### src/rtl/rdc_prec_pipe_pkg.sv
// rdc_prec_pipe_pkg: number-format and rounding-mode types shared by the precision reducer
package rdc_prec_pipe_pkg;
  typedef enum logic {INT, FXP} dtype_t;
  typedef enum logic {Disable, Enable} sign_t;
  typedef struct packed {
    dtype_t dtype;
    sign_t  sign;
    int     prec;
    int     frac;
  } dconf_t;
  typedef enum logic [1:0] {TRUNC = 2'b00, RHU = 2'b01, RNE = 2'b10} rnd_mode_t;
  function automatic int frac_of(dconf_t c);
    return c.dtype == FXP ? c.frac : 0;
  endfunction
endpackage

### src/rtl/rdc_prec_pipe_lane.sv
// rdc_prec_lane: one lane of rounding (stage 1) and saturation (stage 2)
module rdc_prec_lane import rdc_prec_pipe_pkg::*; #(
  parameter dconf_t I_CONF = '{FXP, Enable, 16, 4},
  parameter dconf_t O_CONF = '{FXP, Enable, 8, 3}
) (
  input  logic                     clk,
  input  logic                     reset_,
  input  logic                     en,
  input  logic [I_CONF.prec-1:0]   in_data,
  input  logic [1:0]               in_mode,
  output logic [O_CONF.prec-1:0]   out_data,
  output logic                     out_ovf,
  output logic                     out_udf,
  output logic                     out_rnd
);
  localparam int IP = I_CONF.prec;
  localparam int OP = O_CONF.prec;
  localparam int SH = frac_of(I_CONF) - frac_of(O_CONF);
  localparam int W1 = IP - SH + 1;
  localparam int RW = W1 + 1;
  localparam logic ISG = I_CONF.sign == Enable;
  localparam logic OSG = O_CONF.sign == Enable;
  localparam logic [IP:0] HALF_M = (IP+1)'(SH > 0 ? 64'd1 << (SH - 1) : 64'd0);
  localparam logic [IP:0] LOW_M = (IP+1)'(SH > 1 ? (64'd1 << (SH - 1)) - 64'd1 : 64'd0);
  localparam logic signed [RW-1:0] MAXV = RW'(OSG ? (64'sd1 <<< (OP - 1)) - 64'sd1 : (64'sd1 <<< OP) - 64'sd1);
  localparam logic signed [RW-1:0] MINV = RW'(OSG ? -(64'sd1 <<< (OP - 1)) : 64'sd0);
  logic [IP:0] xs;
  logic [W1-1:0] kept, r_d, r_q;
  logic half, below, up, rnd1_d, rnd1_q;
  logic signed [RW-1:0] rv;
  logic [OP-1:0] dat_d, dat_q;
  logic ovf, udf, ovf_d, ovf_q, udf_d, udf_q, rnd2_d, rnd2_q;
  always_comb begin
    xs = {ISG & in_data[IP-1], in_data};
    kept = W1'($signed(xs) >>> SH);
    half = |(xs & HALF_M);
    below = |(xs & LOW_M);
    up = in_mode == RHU ? half : in_mode == RNE ? half & (below | kept[0]) : 1'b0;
    r_d = en ? kept + W1'(up) : r_q;
    rnd1_d = en ? half | below : rnd1_q;
    rv = {ISG & r_q[W1-1], r_q};
    ovf = rv > MAXV;
    udf = rv < MINV;
    dat_d = en ? (ovf ? MAXV[OP-1:0] : udf ? MINV[OP-1:0] : rv[OP-1:0]) : dat_q;
    ovf_d = en ? ovf : ovf_q;
    udf_d = en ? udf : udf_q;
    rnd2_d = en ? rnd1_q : rnd2_q;
  end
  always_ff @(posedge clk)
    if (!reset_) begin
      r_q <= '0;
      rnd1_q <= 1'b0;
      dat_q <= '0;
      ovf_q <= 1'b0;
      udf_q <= 1'b0;
      rnd2_q <= 1'b0;
    end else begin
      r_q <= r_d;
      rnd1_q <= rnd1_d;
      dat_q <= dat_d;
      ovf_q <= ovf_d;
      udf_q <= udf_d;
      rnd2_q <= rnd2_d;
    end
  assign out_data = dat_q;
  assign out_ovf = ovf_q;
  assign out_udf = udf_q;
  assign out_rnd = rnd2_q;
endmodule

### src/rtl/rdc_prec_pipe.sv
// rdc_prec_pipe: multi-lane two-stage streaming precision reducer with event counters
module rdc_prec_pipe import rdc_prec_pipe_pkg::*; #(
  parameter dconf_t I_CONF = '{FXP, Enable, 16, 4},
  parameter dconf_t O_CONF = '{FXP, Enable, 8, 3},
  parameter int     LANES  = 4,
  parameter int     CNT_W  = 16
) (
  input  logic                          clk,
  input  logic                          reset_,
  input  logic                          in_valid,
  output logic                          in_ready,
  input  logic [LANES*I_CONF.prec-1:0]  in_data,
  input  logic [1:0]                    in_mode,
  output logic                          out_valid,
  input  logic                          out_ready,
  output logic [LANES*O_CONF.prec-1:0]  out_data,
  output logic [LANES-1:0]              out_ovf,
  output logic [LANES-1:0]              out_udf,
  output logic [LANES-1:0]              out_rnd,
  input  logic                          clr_cnt,
  output logic [CNT_W-1:0]              ovf_cnt,
  output logic [CNT_W-1:0]              udf_cnt,
  output logic [CNT_W-1:0]              rnd_cnt
);
  localparam int IP = I_CONF.prec;
  localparam int OP = O_CONF.prec;
  localparam int IF = frac_of(I_CONF);
  localparam int OF = frac_of(O_CONF);
  if (IF < OF || IP - IF < OP - OF) begin : g_bad_conf
    $error("rdc_prec_pipe: O_CONF must not have more frac or integer bits than I_CONF");
  end
  logic en, hs, v1_d, v1_q, v2_d, v2_q;
  logic [2:0] hit;
  logic [2:0][CNT_W-1:0] cnt_d, cnt_q;
  assign en = !v2_q || out_ready;
  assign in_ready = en;
  assign out_valid = v2_q;
  assign hs = v2_q && out_ready;
  assign hit = {3{hs}} & {|out_rnd, |out_udf, |out_ovf};
  always_comb begin
    v1_d = en ? in_valid : v1_q;
    v2_d = en ? v1_q : v2_q;
    for (int k = 0; k < 3; k++)
      cnt_d[k] = clr_cnt ? '0 : hit[k] && !(&cnt_q[k]) ? cnt_q[k] + CNT_W'(1) : cnt_q[k];
  end
  always_ff @(posedge clk)
    if (!reset_) begin
      v1_q <= 1'b0;
      v2_q <= 1'b0;
      cnt_q <= '0;
    end else begin
      v1_q <= v1_d;
      v2_q <= v2_d;
      cnt_q <= cnt_d;
    end
  assign ovf_cnt = cnt_q[0];
  assign udf_cnt = cnt_q[1];
  assign rnd_cnt = cnt_q[2];
  for (genvar i = 0; i < LANES; i++) begin : g_lane
    rdc_prec_lane #(.I_CONF(I_CONF), .O_CONF(O_CONF)) u_lane (
      .clk      (clk),
      .reset_   (reset_),
      .en       (en),
      .in_data  (in_data[i*IP +: IP]),
      .in_mode  (in_mode),
      .out_data (out_data[i*OP +: OP]),
      .out_ovf  (out_ovf[i]),
      .out_udf  (out_udf[i]),
      .out_rnd  (out_rnd[i])
    );
  end
endmodule

### config.mk
export PLATFORM = sky130hd
export DESIGN_NAME = rdc_prec_pipe
export DESIGN_NICKNAME = d
export VERILOG_FILES = /design/src/rtl/rdc_prec_pipe_pkg.sv /design/src/rtl/rdc_prec_pipe_lane.sv /design/src/rtl/rdc_prec_pipe.sv
export SDC_FILE = /design/constraint.sdc
export NUM_CORES = 1
export LEC_CHECK = 0
export ABC_AREA = 1
export CAP_MARGIN = 20
export CORE_ASPECT_RATIO = 1.5
export CORE_MARGIN = 3
export CORE_UTILIZATION = 45
export CTS_CLUSTER_DIAMETER = 150
export DETAILED_ROUTE_END_ITERATION = 10
export GPL_TIMING_DRIVEN = 0
export PLACE_DENSITY = 0.78
export SKIP_LAST_GASP = 1
export SYNTH_ARGS = -nofsm -noshare
export SYNTH_HDL_FRONTEND = slang
export SYNTH_HIERARCHICAL = 1
export SYNTH_SLANG_ARGS = --single-unit
### constraint.sdc
create_clock -name clk -period 3.9 [get_ports clk]
set_clock_uncertainty 0.2 [all_clocks]
set_input_delay 1.17 -clock clk [delete_from_list [all_inputs] [get_ports clk]]
set_output_delay 1.17 -clock clk [all_outputs]
set_load 0.1 [all_outputs]
==> results.sh <==
export IMPL_yosys_area_share_adder_pct=1.54
export IMPL_antenna_violating_nets_left=0
export IMPL_final_routed_wire_length_divided_by_cell_count_um=13.0
export IMPL_irDropWorstVdd_mv=0.316
export IMPL_worst_ep_arrival_time_ns=2.44
export IMPL_syn_area_um2=8920
export IMPL_grt_max_degree=17
export IMPL_cts_buffers_inserted=17
export IMPL_hold_viol_final=0
export IMPL_syn_avg_cell_area_um2=6.58
export IMPL_dp_hpwl_um=18800
export IMPL_setup_violations=0
export IMPL_synth_compound_area_share_pct=13.4
export IMPL_critPathLaunchType="input pin"
export IMPL_rsz0062_at_grt="false"
export IMPL_globalRouteOverflowTotal=0
export IMPL_power_frac_comb_pct=20.6
export IMPL_drive_above_1_share_pct=10.5
export IMPL_design_area_um2=11500
export IMPL_grt_first_pass_wirelength_um=38400
export IMPL_num_antenna_cells=0
export IMPL_time_the_final_worst_path_needs_with_i_o_delays_and_setup_ns=3.81
export IMPL_final_nets=1620
export IMPL_h_tree_depth=4
export IMPL_cp_max_fo=6
export IMPL_power_density_cell_area_nw_per_um2=385
export IMPL_synth_top_family_by_area="simple AND/OR/NAND/NOR gates"
export IMPL_maxCapViolations=0
export IMPL_dieHeight_um=178
export IMPL_die_w_um=121
export IMPL_critical_path_start_end_classification="input pin to output pin"
export IMPL_core_um2=19300
export IMPL_layout_filler_cells=1842
export IMPL_hold_buffers=0
export IMPL_io_buffers=164
export IMPL_starting_density_of_the_core_pct=46.2
export IMPL_synth_cell_types=34
export IMPL_vias_per_cell=4.96
export IMPL_yosysWarnings=6
export IMPL_worstMarginPinSlew_ns=1.04
export IMPL_total_switching_power_mw=1.37
export IMPL_intPower_mw=3.05
export IMPL_power_sequential_fraction_pct=41.1
export IMPL_leakage_nw=4.96
export IMPL_switching_power_share_of_the_total_pct=31.0
export IMPL_root_buffer="sky130_fd_sc_hd__clkbuf_16"
export IMPL_synth_xor_area_share_pct=3.04
export IMPL_grt_pass1_vias=8445
export IMPL_crit_end_category="output pin"
export IMPL_design_portCount=165
export IMPL_synth_net_count=1437
export IMPL_routability_congestion=0.896
export IMPL_synth_seq_area_share_pct=36.4
export IMPL_antenna_violations_before_repair=0
export IMPL_netlist_instances=1355
export IMPL_placedInstanceArea_um2=10900
export IMPL_timing_hold_ws_ns=0.257
export IMPL_wirelength_um=23600
export IMPL_post_synth_and_or_nand_nor_area_fraction_pct=37.2
export IMPL_clockPowerShare_pct=38.3
export IMPL_worst_slew_margin_rel_pct=30.5
export IMPL_drc_errors=0
export IMPL_clk_transition_reported_paths_ns=0.06
export IMPL_synthToLayoutAreaGrowth_pct=28.7
export IMPL_clock_sinks=162
export IMPL_worst_ep_required_time_ns=2.53
export IMPL_maxSlewViolCount=0
export IMPL_synth_area_mux_share_pct=0
export IMPL_rows=62
export IMPL_ctsLongestPathBuffers=2
export IMPL_synth_ff_latch_count=162
export IMPL_drt_pass1_iterations=5
export IMPL_period_share_pct=97.7
export IMPL_f_max_ghz=0.262
export IMPL_detailedRoute_firstIterationViolations=456
export IMPL_clock_insertion_delay_worst_skew_ns=0.42
export IMPL_status="finished, final reports clean"
export IMPL_hp_class="register to register"
export IMPL_grt_total_usage_pct=21.8
export IMPL_dr_vias=8958
export IMPL_floorplan_die_area_um2=21600
export IMPL_clock_tree_from_tritoncts="yes"
[registers in the layout (all words and copies together), names as in the netlist]
signal                  flops
udf_cnt                    16
g_lane.u_lane/rnd1_q        4
ovf_cnt                    16
g_lane.u_lane/r_q          64
g_lane.u_lane/out_udf       4
g_lane.u_lane/out_rnd       4
g_lane.u_lane/out_ovf       4
v1_q                        1
out_valid                   1
g_lane.u_lane/out_data     32
rnd_cnt                    16
[stage by stage]
| stage | instances | power (mW) | util (%) | setup WS, ns | setup TNS (ns) |
|---|---|---|---|---|---|
| after global placement | 1775 | 2.75 | 56.3 | -0.741 | -0.741 |
| after global routing | 1806 | 4.61 | 59.4 | 0.00761 | 0 |
| after CTS | 1806 | 4.46 | 59.4 | 0.105 | 0 |
| after floorplan | 1355 | 2.47 | - | 0.662 | 0 |
| final | 1806 | 4.42 | 59.4 | 0.0884 | 0 |
| after detailed placement | 1775 | 2.76 | 56.3 | -0.742 | -0.742 |
[power by group through the flow]
stage	logic, mW	registers [mW]	clock network (mW)
5_1_grt	0.981	1.83	1.80
4_1_cts	0.916	1.82	1.73
3_5_place_dp	0.912	1.85	0
3_3_place_gp	0.902	1.85	0
2_1_floorplan	0.308	2.17	0
6_report	0.912	1.82	1.69
[cell usage after synthesis]
cell type                  instances  area share (%)
sky130_fd_sc_hd__o21ai_2           4            0.39
sky130_fd_sc_hd__nor2_1          239              10
sky130_fd_sc_hd__o21bai_4          1            0.21
sky130_fd_sc_hd__a21oi_2           4            0.39
sky130_fd_sc_hd__nand2_2          19             1.3
sky130_fd_sc_hd__or2_2             1           0.070
sky130_fd_sc_hd__o21ai_1           8            0.45
sky130_fd_sc_hd__buf_6             3            0.38
sky130_fd_sc_hd__clkbuf_1          9            0.38
sky130_fd_sc_hd__nor3_1            4            0.22
sky130_fd_sc_hd__buf_4             4            0.34
sky130_fd_sc_hd__nor2_4           14             1.8
sky130_fd_sc_hd__nor2_2           21             1.5
sky130_fd_sc_hd__a21oi_4           4            0.73
sky130_fd_sc_hd__xor2_1           14             1.4
sky130_fd_sc_hd__nand3_2           5            0.56
sky130_fd_sc_hd__inv_2            15            0.63
sky130_fd_sc_hd__a31oi_1           5            0.35
sky130_fd_sc_hd__a21oi_1         110             6.2
sky130_fd_sc_hd__ha_1             11             1.5
sky130_fd_sc_hd__dfxtp_1         162              36
sky130_fd_sc_hd__clkinv_2          2            0.11
sky130_fd_sc_hd__xnor2_1          17             1.7
sky130_fd_sc_hd__buf_2            15            0.84
sky130_fd_sc_hd__nand2_1         345              15
sky130_fd_sc_hd__inv_1           127             5.3
sky130_fd_sc_hd__o21bai_2          8             1.0
sky130_fd_sc_hd__nand2_4           9             1.1
sky130_fd_sc_hd__nand4_1          24             1.7
sky130_fd_sc_hd__nand3b_1          2            0.17
sky130_fd_sc_hd__clkinv_1          4            0.17
sky130_fd_sc_hd__nand3_1          75             4.2
sky130_fd_sc_hd__clkbuf_2          4            0.22
sky130_fd_sc_hd__o21ai_0          66             3.7
[cell type report]
| class | count | area (um2) | share of cell area (%) |
|---|---|---|---|
| repair buffers | 164 | 1640 | 14.3 |
| clock buffers | 20 | 447 | 3.89 |
| inverters | 148 | 558 | 4.86 |
| multi-input cells | 1010 | 4920 | 42.9 |
| clock inverters | 11 | 153 | 1.33 |
| plain buffers | 35 | 193 | 1.68 |
| flip-flops and latches | 162 | 3240 | 28.3 |
| well taps | 256 | 320 | 2.79 |
[per-layer routing]
| metal | global-route usage (%) | up-vias | wire length [um] |
|---|---|---|---|
| li1 | - | 4651 | - |
| met1 | 22.6 | 4040 | 9130 |
| met2 | 42.3 | 227 | 12500 |
| met3 | 4.76 | 40 | 1400 |
| met4 | 8.03 | 0 | 531 |
| met5 | 0 | - | 0 |
[worst paths after layout]
check                                            start  slack [ns]                                        end  depth (start not counted)
setup / recovery                             out_ready        0.09                                   in_ready                          4
hold / removal    g_lane[0].u_lane/r_q[1]$_SDFFE_PN0P_        0.26       g_lane[0].u_lane/r_q[1]$_SDFFE_PN0P_                          2
setup reg to reg                out_valid$_SDFFE_PN0P_        1.96  g_lane[2].u_lane/out_data[7]$_SDFFE_PN0P_                          8
hold reg to reg   g_lane[0].u_lane/r_q[1]$_SDFFE_PN0P_        0.26       g_lane[0].u_lane/r_q[1]$_SDFFE_PN0P_                          2
[cells in the final DEF (no fill, tap or decap), drive strengths merged]
master and count:
a21oi 118, a31oi 5, buf 23, bufinv 3
clkbuf 33, clkdlybuf4s50 163, clkinv 8, clkinvlp 3
dfxtp 162, ha 11, inv 145, nand2 373
nand3 80, nand3b 2, nand4 24, nor2 274
nor3 4, o21ai 78, o21bai 9, or2 1
xnor2 17, xor2 14
[logic make-up (layout without fill, tap and decap cells)]
| family | count (synthesis) | count (layout) |
|---|---|---|
| AOI/OAI and AO/OA | 210 | 210 |
| buffers and inverters | 183 | 378 |
| adders and majority gates | 11 | 11 |
| and+or+nand+nor | 758 | 758 |
| DFF | 162 | 162 |
| xor gates and xnor gates | 31 | 31 |
[worst max-delay path, cell delays in order]
cell and delay (ns):
sky130_fd_sc_hd__clkdlybuf4s50_1 0.50, sky130_fd_sc_hd__nor2_1 0.08, sky130_fd_sc_hd__inv_1 0.30, sky130_fd_sc_hd__buf_4 0.37
[repair_timing]
| action | in CTS | in global routing |
|---|---|---|
| setup endpoints to repair | 1 | 0 |
| gates resized for setup | 6 | 0 |
| setup buffers | 0 | 0 |
| hold endpoints to repair | 0 | 0 |
Power figures use the tool's default switching activity.
